File: config.mk
export PLATFORM = sky130hd
export DESIGN_NAME = mem_net_arb
export DESIGN_NICKNAME = d
export VERILOG_FILES = /design/src/rtl/mem_net_pkg.sv /design/src/rtl/rr_arbiter.sv /design/src/rtl/mem_net_arb.sv
export SDC_FILE = /design/constraint.sdc
export NUM_CORES = 1
export LEC_CHECK = 0
export BUFFER_PORTS_ARGS = -buffer_cell sky130_fd_sc_hd__buf_2
export CAP_MARGIN = 20
export CORE_AREA = 2 2 321 323
export DETAILED_ROUTE_END_ITERATION = 12
export DIE_AREA = 0 0 323 325
export MAX_ROUTING_LAYER = met4
export PLACE_DENSITY = 0.3
export SLEW_MARGIN = 20
export SYNTH_ARGS = -nofsm -noshare
export SYNTH_HDL_FRONTEND = slang
export SYNTH_SLANG_ARGS = --single-unit
export TNS_END_PERCENT = 1
File: constraint.sdc
create_clock -name i_clk -period 10.4 [get_ports i_clk]
set_input_delay 1.04 -clock i_clk [delete_from_list [all_inputs] [get_ports i_clk]]
set_output_delay 1.04 -clock i_clk [all_outputs]
set_load 0.02 [all_outputs]
File: src/rtl/mem_net_pkg.sv
// MemNet request/response payloads shared by the arbiter and the memory server.
package mem_net_pkg;

  localparam int unsigned OPAQ_BITS   = 8;
  localparam int unsigned ORIGIN_BITS = 2;
  localparam int unsigned ADDR_BITS   = 32;
  localparam int unsigned STRB_BITS   = 4;
  localparam int unsigned DATA_BITS   = 32;

  typedef enum logic {
    MEM_MSG_READ  = 1'b0,
    MEM_MSG_WRITE = 1'b1
  } t_op;

  typedef struct packed {
    t_op                    op;
    logic [OPAQ_BITS-1:0]   opaque;
    logic [ORIGIN_BITS-1:0] origin;
    logic [ADDR_BITS-1:0]   addr;
    logic [STRB_BITS-1:0]   strb;
    logic [DATA_BITS-1:0]   data;
  } mem_req_t;

  typedef struct packed {
    t_op                    op;
    logic [OPAQ_BITS-1:0]   opaque;
    logic [ORIGIN_BITS-1:0] origin;
    logic [ADDR_BITS-1:0]   addr;
    logic [STRB_BITS-1:0]   strb;
    logic [DATA_BITS-1:0]   data;
  } mem_resp_t;

endpackage

File: src/rtl/rr_arbiter.sv
// Combinational round-robin arbiter: one-hot grant to the first requester at or above i_ptr.
module rr_arbiter #(
  parameter int unsigned p_num_reqs = 4,
  parameter int unsigned PTR_W      = (p_num_reqs > 1) ? $clog2(p_num_reqs) : 1
) (
  input  logic [p_num_reqs-1:0] i_req,
  input  logic [PTR_W-1:0]      i_ptr,
  output logic [p_num_reqs-1:0] o_grant
);

  logic             w_found;
  logic [PTR_W-1:0] w_idx;

  always_comb begin
    o_grant = '0;
    w_found = 1'b0;
    w_idx   = '0;
    for (int unsigned k = 0; k < p_num_reqs; k++) begin
      w_idx = PTR_W'((32'(i_ptr) + k) % p_num_reqs);
      if (!w_found && i_req[w_idx]) begin
        o_grant[w_idx] = 1'b1;
        w_found        = 1'b1;
      end
    end
  end

endmodule

File: src/rtl/mem_net_arb.sv
// Merges up to four client MemNet request streams into one memory channel with an
// in-flight cap, and routes memory responses back by their origin field.
module mem_net_arb
  import mem_net_pkg::*;
#(
  parameter int unsigned p_num_cli      = 4,
  parameter int unsigned p_opaq_bits    = 8,
  parameter int unsigned p_max_inflight = 8
) (
  input  logic                 i_clk,
  input  logic                 i_rst,
  input  logic [p_num_cli-1:0] i_cli_req_val,
  output logic [p_num_cli-1:0] o_cli_req_rdy,
  input  mem_req_t             i_cli_req_msg [p_num_cli],
  output logic                 o_mem_req_val,
  input  logic                 i_mem_req_rdy,
  output mem_req_t             o_mem_req_msg,
  input  logic                 i_mem_resp_val,
  output logic                 o_mem_resp_rdy,
  input  mem_resp_t            i_mem_resp_msg,
  output logic [p_num_cli-1:0] o_cli_resp_val,
  input  logic [p_num_cli-1:0] i_cli_resp_rdy,
  output mem_resp_t            o_cli_resp_msg [p_num_cli],
  output logic                 o_bad_origin
);

  localparam int unsigned PTR_W = (p_num_cli > 1) ? $clog2(p_num_cli) : 1;
  localparam int unsigned CNT_W = $clog2(p_max_inflight + 1);

  if (p_num_cli == 0 || p_num_cli > 4 || p_opaq_bits != OPAQ_BITS || p_max_inflight == 0)
  begin : g_param_err
    $error("mem_net_arb: unsupported parameter combination");
  end

  logic                 r_out_val;
  mem_req_t             r_out_msg;
  logic [PTR_W-1:0]     r_rr_ptr;
  logic [CNT_W-1:0]     r_inflight;
  logic                 r_bad_origin;

  logic                 w_accept;
  logic                 w_can_issue;
  logic                 w_drain;
  logic                 w_req_xfer;
  logic                 w_resp_xfer;
  logic                 w_origin_ok;
  logic [p_num_cli-1:0] w_grant;
  mem_req_t             w_sel_msg;
  logic [PTR_W-1:0]     w_next_ptr;

  rr_arbiter #(
    .p_num_reqs (p_num_cli),
    .PTR_W      (PTR_W)
  ) u_rr_arbiter (
    .i_req   (i_cli_req_val),
    .i_ptr   (r_rr_ptr),
    .o_grant (w_grant)
  );

  // Output slot refills in the same cycle it drains, so the stream has no bubbles.
  assign w_drain       = r_out_val & i_mem_req_rdy;
  assign w_accept      = ~r_out_val | w_drain;
  assign w_can_issue   = w_accept & (r_inflight < CNT_W'(p_max_inflight));
  assign o_cli_req_rdy = w_grant & {p_num_cli{w_can_issue}};
  assign w_req_xfer    = |o_cli_req_rdy;

  always_comb begin
    w_sel_msg  = '0;
    w_next_ptr = r_rr_ptr;
    for (int unsigned i = 0; i < p_num_cli; i++) begin
      if (w_grant[i]) begin
        w_sel_msg        = i_cli_req_msg[i];
        w_sel_msg.origin = ORIGIN_BITS'(i);
        w_next_ptr       = PTR_W'((i + 1) % p_num_cli);
      end
    end
  end

  // Out-of-range origins are accepted unconditionally and dropped.
  always_comb begin
    o_mem_resp_rdy = 1'b1;
    o_cli_resp_val = '0;
    w_origin_ok    = 1'b0;
    for (int unsigned i = 0; i < p_num_cli; i++) begin
      o_cli_resp_msg[i] = i_mem_resp_msg;
      if (i_mem_resp_msg.origin == ORIGIN_BITS'(i)) begin
        w_origin_ok       = 1'b1;
        o_mem_resp_rdy    = i_cli_resp_rdy[i];
        o_cli_resp_val[i] = i_mem_resp_val;
      end
    end
  end

  assign w_resp_xfer = i_mem_resp_val & o_mem_resp_rdy;

  always_ff @(posedge i_clk or negedge i_rst) begin
    if (!i_rst) begin
      r_out_val    <= 1'b0;
      r_out_msg    <= '0;
      r_rr_ptr     <= '0;
      r_inflight   <= '0;
      r_bad_origin <= 1'b0;
    end else begin
      if (w_req_xfer) begin
        r_out_val <= 1'b1;
        r_out_msg <= w_sel_msg;
        r_rr_ptr  <= w_next_ptr;
      end else if (w_drain) begin
        r_out_val <= 1'b0;
      end
      // A response with nothing outstanding is a protocol error; the count stays at zero.
      if (w_req_xfer && !w_resp_xfer) begin
        r_inflight <= r_inflight + CNT_W'(1);
      end else if (!w_req_xfer && w_resp_xfer && (r_inflight != '0)) begin
        r_inflight <= r_inflight - CNT_W'(1);
      end
      if (w_resp_xfer && !w_origin_ok) begin
        r_bad_origin <= 1'b1;
      end
    end
  end

  assign o_mem_req_val = r_out_val;
  assign o_mem_req_msg = r_out_msg;
  assign o_bad_origin  = r_bad_origin;

endmodule

# Word level (Yosys, flattened, before mapping)
# Cells that the tools add are included.
# W data, S select, Z words.
[op_classes]
addsub = 5
n_reduce_logical = 24
bitwise_logic = 9
eq_ne = 3
magnitude_cmp = 9
mux = 47
[ops]
columns = ["cell", "count"]
rows = [
  ["$mux W79", 4],
  ["$mux W1", 25],
  ["$mux W4", 6],
  ["$lt A2 B3 Y1 const B", 4],
  ["$or A4 B4 Y4", 3],
  ["$logic_and A1 B1 Y1", 11],
  ["$bmux W1 S2", 4],
  ["$demux W1 S2", 4],
  ["$ge A2 B1 Y1 const B", 4],
  ["$mux W2", 4],
  ["$reduce_bool A4 Y1", 2],
  ["$logic_not A1 Y1", 6],
  ["$add A2 B2 Y2 const B", 2],
  ["$add A4 B1 Y4 const B", 1],
  ["$and A4 B4 Y4", 1],
  ["$eq A2 B2 Y1 const B", 2],
  ["$lt A4 B4 Y1 const B", 1],
  ["$reduce_bool A2 Y1", 2],
  ["$reduce_or A4 Y1", 1],
  ["$sub A4 B1 Y4 const B", 1],
  ["$and A1 B1 Y1", 3],
  ["$add A2 B1 Y2 const B", 1],
  ["$eq A2 B1 Y1 const B", 1],
  ["$logic_not A2 Y1", 1],
  ["other kinds (3)", 3],
]
[totals]
in_bits = 407
ff_bits = 87

# Logic depth before layout (Yosys ltp)
# Gate-level depths: netlist of run 1.
[depth]
depth_word = 19
depth_mapped = 16
mapped_depth_nobuf = 13

# Cells and area by module
# From an unflattened synthesis of run 1, not the netlist that was laid out.
[unflattened]
cells_unflattened = 959
area_unflattened_um2 = 8044.0
[modules_own_cells]
columns = ["module", "instances", "area_each_um2", "cells_per_inst"]
rows = [
  ["mem_net_arb", 1, 7706.1, 923],
  ["rr_arbiter", 1, 337.8, 36],
]

# Worst setup path before layout of run 1
# OpenSTA, ideal clock, no wires.
[synth_timing]
path_kind = "in2reg"
start = "input i_cli_req_val[3]"
end = "register r_inflight[3]"
cell_stages = 11
required_ps = 10284
n_path_buf = 2
arrival_ps = 3958
setup_slack_ps = 6327
cell_sequence = "mux4_2 > nor4b_4 > a221oi_2 > buf_2 > a41oi_2 > clkbuf_1 > nand2_1 > ha_1 > a21o_1 > a21o_1 > o311ai_0"
[synth_via]
elab_chain_len = 18
elab_cells_between_ends = 32
[synth_lines]
columns = ["element", "line", "rtl"]
rows = [
  ["start: declaration", "mem_net_arb.sv:12", "input logic [p_num_cli-1:0] i_cli_req_val,"],
  ["$bmux W1 S2", "rr_arbiter.sv:20", "if (!w_found && i_req[w_idx]) begin"],
  ["$mux W1 (not written as such)", "rr_arbiter.sv:20", ""],
  ["$mux W1", "rr_arbiter.sv:20", ""],
  ["$logic_not A1 Y1", "rr_arbiter.sv:20", ""],
  ["$logic_and A1 B1 Y1", "rr_arbiter.sv:20", ""],
  ["$mux W1", "rr_arbiter.sv:20", ""],
  ["$logic_not A1 Y1", "rr_arbiter.sv:20", ""],
  ["$logic_and A1 B1 Y1", "rr_arbiter.sv:20", ""],
  ["$mux W1", "rr_arbiter.sv:20", ""],
  ["$logic_not A1 Y1", "rr_arbiter.sv:20", ""],
  ["$logic_and A1 B1 Y1", "rr_arbiter.sv:20", ""],
  ["$mux W4 (*)", "rr_arbiter.sv:20", ""],
  ["$and A4 B4 Y4 (*)", "mem_net_arb.sv:64", "assign o_cli_req_rdy = w_grant & {p_num_cli{w_can_issue}};"],
  ["$reduce_or A4 Y1 (*)", "mem_net_arb.sv:65", "assign w_req_xfer = |o_cli_req_rdy;"],
  ["$logic_not A1 Y1", "mem_net_arb.sv:114", "end else if (!w_req_xfer && w_resp_xfer && (r_inflight != '0)) begin"],
  ["$logic_and A1 B1 Y1 (2 in a row)", "mem_net_arb.sv:114", ""],
  ["$reduce_bool A2 Y1 (no line)", "--", ""],
  ["end signal: assignment", "mem_net_arb.sv:113", "r_inflight <= r_inflight + CNT_W'(1);"],
  ["end signal: assignment", "mem_net_arb.sv:115", "r_inflight <= r_inflight - CNT_W'(1);"],
  ["end: declaration", "mem_net_arb.sv:38", "logic [CNT_W-1:0] r_inflight;"],
]
# Every way passes the cells marked *; elsewhere a longest branch is shown, timed or not. The select of a mux whose other input is x is not followed.
# A chain may end at the register's enable or synchronous reset.

# Worst setup path in the final report of run 1
[layout_timing]
start = "register r_rr_ptr[0]"
end = "register r_out_msg, in the netlist o_mem_req_msg[19]"
[layout_via]
elab_chain_len = 16
elab_cells_between_ends = 53
[layout_lines]
columns = ["element", "line", "rtl"]
rows = [
  ["start: declaration", "mem_net_arb.sv:37", "logic [PTR_W-1:0] r_rr_ptr;"],
  ["start signal: assignment", "mem_net_arb.sv:107", "r_rr_ptr <= w_next_ptr;"],
  ["branches (longest 11 deep; another with $lt A2 B3 Y1)", "--", ""],
  ["$mux W4 (*)", "rr_arbiter.sv:20", ""],
  ["$mux W79 (4 in a row)", "mem_net_arb.sv:71", "if (w_grant[i]) begin"],
  ["end signal: assignment", "mem_net_arb.sv:106", "r_out_msg <= w_sel_msg;"],
  ["end: declaration", "mem_net_arb.sv:36", "mem_req_t r_out_msg;"],
]
# Mark *: on every way between the ends. The select of a mux whose other input is x is not followed.

==> impl_results.md, run 1 <==
* Top cell type's share of synthesized area at 28.5%
* Clock power share at 10.1%
* Antenna violations before repair at 16
* Final Max Slew Viols at 0
* Cells after synthesis at 1012
* Worst endpoint required time at 10660 ps
* Ratio of cells with drive above 1 in the final layout at 45.9%
* Reg2reg start: r_rr_ptr[0]
* Per-cell routed wire length at 19.0 microns
* Post-synthesis cell type count at 40
* Psw at 0.00213 W
* Final net count at 1485
* Status: finished, final reports clean
* CORE AREA at 0.101 sq mm
* Top post-synthesis cells by area: buf_4 28%, dfrtp_1 26%, o21ai_0 6.6%, and3_1 5.8%, nor2b_1 5.8%
* Crit end category: register
* Width of the die at 323 microns
* Rows at 117
* Die Ht at 325 microns
* Worst hold path class: register to register
* Post-synth ARST share at 100%
* Fin crit share at 47.0%
* Iteration-0 DRC Markers at 315
* Post-Layout Cell Count at 2452
* Post-CTS Hold Buffers at 0
* Worst slew pin tran at 1150 ps
* Cell taking the most area after synthesis: buf_4
* Final Hold Viols at 0
* Total congestion overflow at 0
* CP startpoint: r_rr_ptr[0]
* RePlAce Congestion at 0.770
* Final Skew at 12.9 ps
* RSZ-0062 raised after global routing: no
* Clk buf depth at 2
* Detailed Place HPWL at 38200 microns
* Max-cap viol count at 0
* Port-buffer cells at 419
* Post-CTS Resized at 0
* Power share of the sequential group at 16.5%
* Post-DRT Antenna Nets at 0
* Layout area overhead at 19.6%
* Worst setup SP type: register
* Global-route wire length before repair at 61700 microns
* Vias in the first global route at 7787
* Via-per-instance ratio at 3.00
* Int Power at 0.00150 W
* I/O pins at 813
* Synth Cell Area at 0.00838 sq mm
* Die area at 0.105 sq mm
* Worst Setup Path Type: register to register
* Clk root buf: clkbuf_16
* Seq/Total Area, Yosys at 26.0%
* Number of synthesized flops with an enable pin at 0
* FMAX at 205 MHz
* IR drop worst, VDD at 0.338 mV
* Final setup violation count at 0
* Yosys warns at 0
* Total track usage at 8.80%
* Logic pwr share at 73.5%
* DRT Wirelength at 46600 microns
* Placed cells at 2426
* Synth Register Bits at 87
* Worst skew pair latency at 410 ps
* Commonest cells after routing, fill and taps aside: 418 x buf_2, 111 x o21ai_0, 90 x nand2_1
* Clock sinks at 87
* Setup bufs post-CTS at 0
* H-tree Lvls at 3
* Leakage at 4.33 nW
* TritonCTS Buffers at 9
* Clock transition at path regs at 90 ps
* Drt first pass iters at 4
* Worst Hold Launch: o_bad_origin
* Switching fraction of total power at 58.6%
* Crit Path Max Fanout at 86
* Fin crit period at 4880 ps
* Commonest non-fill, non-tap cell in the layout: buf_2
* TritonCTS clock tree: yes
* Syn avg cell area at 8.28 sq um
* Syn nets at 1428
* Prevailing post-synth register cell: dfrtp_1
* Largest net degree at the start of global routing at 86
* DRC at 0
* Pwr Density at 363 mW/mm^2
* DR vias at 7366
* Slew HR at 23.1%
* # fillers at 11900
* CP arrival at 5150 ps
* Fin Setup TNS at 0 ps
* Initial Utilization at 8.27%
==> area by class of cell <==
type	instances	area [sq um]	share of cell area, %
Multi-Input combinational cell	537	3610	36.0
Sequential cell	87	2180	21.7
Tap cell	1368	1710	17.1
Antenna cell	10	25.0	0.250
Inverter	2	7.51	0.0750
Timing Repair Buffer	432	2200	21.9
Clock buffer	9	225	2.25
Clock inverter	7	62.6	0.625
==> per-stage QoR <==
stage	util (%)	hold WS [ps]	power [W]	setup WS [ps]	cell area, sq um
after floorplan	-	489	0.00238	6330	8380
after CTS	9.85	390	0.00378	5360	9980
after global routing	9.88	394	0.00399	5190	10000
after detailed placement	9.57	371	0.00337	5270	9690
final	9.89	381	0.00363	5520	10000
after global placement	9.56	364	0.00334	5180	9680
==> kinds of logic (layout without fill, tap and decap cells) <==
| logic type | Yosys count | after routing | synth area share [%] |
|---|---|---|---|
| AOI/OAI and AO/OA | 253 | 253 | 21.3 |
| and+or+nand+nor | 264 | 264 | 17.1 |
| buffers and inverters | 388 | 450 | 32.0 |
| adders and majority gates | 9 | 9 | 1.43 |
| DFF | 87 | 87 | 26.0 |
| other | 0 | 10 | 0 |
| xor gates and xnor gates | 2 | 2 | 0.209 |
| muxes | 9 | 9 | 1.93 |
==> power groups by stage <==
stage	Sequential (W)	Combinational, W	Clock (W)
after detailed placement	0.000609	0.00276	0
after global placement	0.000602	0.00273	0
final	0.000598	0.00267	0.000365
after floorplan	0.000760	0.00162	0
after CTS	0.000602	0.00277	0.000404
after global routing	0.000621	0.00296	0.000411
==> state kept, by name, summed over array words and instances (netlist names) <==
| name | cells |
|---|---|
| o_bad_origin | 1 |
| o_mem_req_msg | 79 |
| o_mem_req_val | 1 |
| r_inflight | 4 |
| r_rr_ptr | 2 |
==> cells in the mapped netlist (2+ instances only) <==
| library cell | count |
|---|---|
| o21ai_1 | 49 |
| nand2b_1 | 2 |
| nor3b_2 | 2 |
| and3_1 | 78 |
| nor2_1 | 8 |
| mux2_1 | 2 |
| o21ai_0 | 111 |
| mux4_2 | 5 |
| inv_1 | 2 |
| a2111oi_2 | 25 |
| a211o_1 | 2 |
| a21oi_1 | 3 |
| a2111oi_0 | 52 |
| clkbuf_1 | 60 |
| buf_2 | 5 |
| dfrtp_1 | 87 |
| buf_4 | 318 |
| buf_6 | 3 |
| a221oi_2 | 3 |
| nand2_1 | 90 |
| ha_1 | 8 |
| a21o_1 | 2 |
| nor2b_1 | 78 |
==> worst paths after layout <==
kind                                      to  slack, ps  depth (start not counted)
setup reg to reg           o_mem_req_msg[19]       5520                         10
setup / recovery           o_mem_req_msg[19]       5520                         10
hold reg to reg                 o_bad_origin        380                          0
min in group asynchronous  o_mem_req_msg[38]        640                          1
hold / removal                  o_bad_origin        380                          0
max in group asynchronous  o_mem_req_msg[57]       8460                          2
==> worst max-delay path, stage by stage, from the launching register on <==
cell	delay, ps
dfrtp_1	560
inv_1	160
ha_1	370
mux4_2	610
nand2_1	110
o21ai_0	130
a221oi_4	720
buf_4	720
nor2b_1	130
a2111oi_2	980
o21ai_1	150
==> per-layer routing <==
metal | GRT usage [%] | part of all wire [%] | wire length, microns | vias to the layer above
li1 | - | - | - | 3334
met1 | 8.48 | 36 | 17000 | 3415
met2 | 15.2 | 50 | 23200 | 548
met3 | 4.18 | 11 | 5310 | 69
met4 | 3.34 | 2.4 | 1140 | 0
met5 | - | 0 | 0 | -
(Power assumes the default switching activity.)
==> run 2: changes to the inputs <==
--- a/config.mk
+++ b/config.mk
@@ -5,11 +5,12 @@
 export SDC_FILE = /design/constraint.sdc
 export NUM_CORES = 1
 export LEC_CHECK = 0
+export ABC_AREA = 1
 export BUFFER_PORTS_ARGS = -buffer_cell sky130_fd_sc_hd__buf_2
 export CAP_MARGIN = 20
-export CORE_AREA = 2 2 321 323
+export CORE_AREA = 2 2 316 318
 export DETAILED_ROUTE_END_ITERATION = 12
-export DIE_AREA = 0 0 323 325
+export DIE_AREA = 0 0 318 320
 export MAX_ROUTING_LAYER = met4
 export PLACE_DENSITY = 0.3
 export SLEW_MARGIN = 20
==> constraint.sdc (replaced) <==
create_clock -name i_clk -period 4.75 [get_ports i_clk]
set_input_delay 0.475 -clock i_clk [delete_from_list [all_inputs] [get_ports i_clk]]
set_output_delay 0.475 -clock i_clk [all_outputs]
set_load 0.02 [all_outputs]
==> run 2 against run 1 <==
  * Register-to-register slack worse by 4200 ps
  * Die area decreased by 3.1%
  * Total power up 140%
  * Largest power group unchanged
  * Hold slack worse by 140 ps
  * Flip-flop and latch count stayed put
  * Routed wire length down 21%
  * Combinational power is 140% higher
  * Non-clock buffer count is 5 higher
==> impl_results.md, run 2 <==
* Post-CTS Resized at 0 (unchanged)
* Slew HR at 54.4% (+31 points)
* Prevailing post-synth register cell: dfrtp_1
* Final Skew at 16.4 ps (+3.43 ps)
* Final net count at 1790 (+21%)
* Ratio of cells with drive above 1 in the final layout at 34.4% (-12 points)
* Cell taking the most area after synthesis: buf_4
* Die Ht at 320 microns (-1.5%)
* Total congestion overflow at 0 (unchanged)
* CORE AREA at 0.0980 sq mm (-3.3%)
* Synth Cell Area at 0.00849 sq mm (+1.3%)
* IR drop worst, VDD at 0.501 mV (+48%)
* Global-route wire length before repair at 53100 microns (-14%)
* Post-synth ARST share at 100% (unchanged)
* Seq/Total Area, Yosys at 25.7% (-0.34 points)
* Fin crit share at 71.7% (+25 points)
* Rows at 115 (-1.7%)
* RePlAce Congestion at 0.708 (-8.1%)
* Fin crit period at 3410 ps (-1480 ps)
* Cells after synthesis at 1301 (+29%)
* Final setup violation count at 0 (unchanged)
* Power Total at 0.00859 W (+140%)
* Via-per-instance ratio at 2.93 (-2.4%)
* Worst Hold Launch: i_mem_req_rdy
* CP arrival at 3720 ps (-1430 ps)
* Fin Setup TNS at 0 ps (unchanged)
* Worst skew pair latency at 410 ps (about the same)
* Simple-gate share of the synthesized area at 34.3% (+17 points)
* Layout area overhead at 18.0%
* FMAX at 293 MHz (+43%)
* Commonest non-fill, non-tap cell in the layout: nand2_1
* Initial Utilization at 8.66% (+0.39 points)
* Die area at 0.102 sq mm (-3.1%)
* Placed cells at 2648 (+9.2%)
* DRC at 0 (unchanged)
* Post-DRT Antenna Nets at 0 (unchanged)
* Syn nets at 1717 (+20%)
* Drt first pass iters at 4 (unchanged)
* Clk buf depth at 2 (unchanged)
* Status: finished, final reports clean
* DR vias at 7821 (+6.2%)
* Final Max Slew Viols at 0 (unchanged)
* Count leader, synth: nand2_1
* Worst hold path class: input pin to register
* Worst Hold Path EP: o_mem_req_val
* Top cell type's share of synthesized area at 28.7% (+0.25 points)
* Syn avg cell area at 6.52 sq um (-21%)
* Yosys warns at 0 (unchanged)
* Vias in the first global route at 8235 (+5.8%)
* Clock transition at path regs at 80 ps (about the same)
* Post-CTS Hold Buffers at 1 (+1)
* Hold path cells at 2 (+2)
* Top post-synthesis cells by area: buf_4 29%, dfrtp_1 26%, nand2_1 19%, nor2_1 7.2%, nand3_1 6.0%
* Per-cell routed wire length at 13.9 microns (-27%)
* Commonest cells after routing, fill and taps aside: 426 x nand2_1, 418 x buf_2, 163 x nor2_1
* Leakage at 5.16 nW (+19%)
* Post-synthesis cell type count at 29 (-28%)
* Worst endpoint required time at 5060 ps (-5600 ps)
* Final Hold Viols at 0 (unchanged)
* Worst setup SP type: register
* Largest register FFs at 79 (unchanged)
* Pwr Density at 858 mW/mm^2 (+140%)
* Synth Area in Adders at 1.42% (-0.019 points)
* Antenna violations before repair at 4 (-12)
* Setup bufs post-CTS at 0 (unchanged)
* Port-buffer cells at 419 (unchanged)
* Largest net degree at the start of global routing at 92 (+7.0%)
* TritonCTS clock tree: yes
* DRT Wirelength at 37000 microns (-21%)
* Post-Layout Cell Count at 2667 (+8.8%)
* Synth cell count leaders: 426 x nand2_1, 325 x buf_4, 163 x nor2_1
* Reg2reg start: r_rr_ptr[0]
* Hold_ws at 244 ps (-137 ps)
* Register-to-register setup slack at 1340 ps (-4170 ps)
* Width of the die at 318 microns (-1.5%)
* Detailed Place HPWL at 29600 microns (-23%)
* Crit end category: register
* Largest family of logic cells by synthesized area: simple AND/OR/NAND/NOR gates
* TritonCTS Buffers at 9 (unchanged)
* Crit Path Max Fanout at 11 (-87%)
* Post-synthesis mux area share at 0% (-1.9 points)
* Clock sinks at 87 (unchanged)
* Iteration-0 DRC Markers at 176 (-44%)
* Clk root buf: clkbuf_16
* FF-to-FF End: r_inflight[3]
* Max-cap viol count at 0 (unchanged)
* RSZ-0062 raised after global routing: no
* I/O pins at 813 (unchanged)
* Worst slew pin tran at 684 ps (-467 ps)
* H-tree Lvls at 3 (unchanged)
* Synth Area in Compound Gates at 5.31% (-16 points)
* Number of synthesized flops with an enable pin at 0 (unchanged)
* Total track usage at 7.38% (-1.4 points)
* Synth Area in XOR/XNOR at 0.103% (-0.11 points)
* Worst R2R Path Depth at 21 (+11)
* Worst Setup Path Type: register to register
* Synth Register Bits at 87 (unchanged)
## run 2: changes by cell type after synthesis, sizes merged, moves of 77 or more
cell     change
nand3      +107
o21ai      -154
a2111oi     -77
nor2       +159
nand2      +343
and3        -78
nor2b       -78
## run 2: power breakdown
| part | switching, W | internal, W | total (W) |
|---|---|---|---|
| registers | 0.000190 | 0.00112 | 0.00131 |
| logic | 0.00444 | 0.00201 | 0.00645 |
| clock network | 0.000416 | 0.000415 | 0.000831 |
| total | 0.00504 | 0.00355 | 0.00859 |
## run 2: per-stage QoR
step	util [%]	setup slack [ps]	instance area, sq um
floorplan	-	1870	8490
global placement	9.87	1230	9680
detailed placement	9.87	1270	9680
CTS	10.2	1160	9990
global route	10.2	906	10000
finish	10.2	1340	10000
## run 2: metal layers
layer,routed length (microns),GRT usage (%),up-vias
li1,-,-,3888
met4,1610,3.54,0
met1,14400,7.70,3391
met3,3210,2.94,152
met5,0,-,-
met2,17800,12.1,390
## run 2: worst max-delay path by stage
stage | startpoint | cells past startpoint | to | slack [ps]
final | r_rr_ptr[0] | 21 | r_inflight[3] | 1340
after global placement | r_rr_ptr[0] | 16 | o_mem_req_msg[29] | 1230
after floorplan | r_rr_ptr[0] | 22 | r_inflight[3] | 1870
after global routing | r_rr_ptr[0] | 21 | r_inflight[3] | 910
after detailed placement | r_rr_ptr[0] | 16 | o_mem_req_msg[53] | 1270
after CTS | r_rr_ptr[0] | 10 | o_cli_req_rdy[2] | 1160
## run 2: area by class of cell
| class | instances | area, sq um |
|---|---|---|
| clock inverter | 7 | 77.6 |
| inverter | 29 | 114 |
| fill | 11600 | 88000 |
| clock buffer | 9 | 225 |
| antenna | 1 | 2.50 |
| sequential | 87 | 2180 |
| multi-input combinational | 810 | 3500 |
| tap | 1287 | 1610 |
| timing repair buffer | 437 | 2300 |
## run 2: worst max-delay path, stage by stage, from the launching register on
cell and delay [ps]:
dfrtp_1 600, inv_4 120, ha_1 370, inv_1 110, nand3_1 80, nand2_1 150
nand3_1 90, nand2_1 70, clkinv_1 110, nand3_4 140, nor2_4 60, nand2_2 130
nand3_1 210, ha_1 390, nand2_1 90, nand2_1 50, a31oi_1 200, inv_1 60
nand4_1 110, nand2_1 60, nand2_1 60, nand2_1 50
## run 2: logic make-up after synthesis
logic type | Yosys count
buf+inv | 404
flops | 87
compound gates | 88
fa+ha+maj | 9
xor+xnor | 1
simple gates | 712
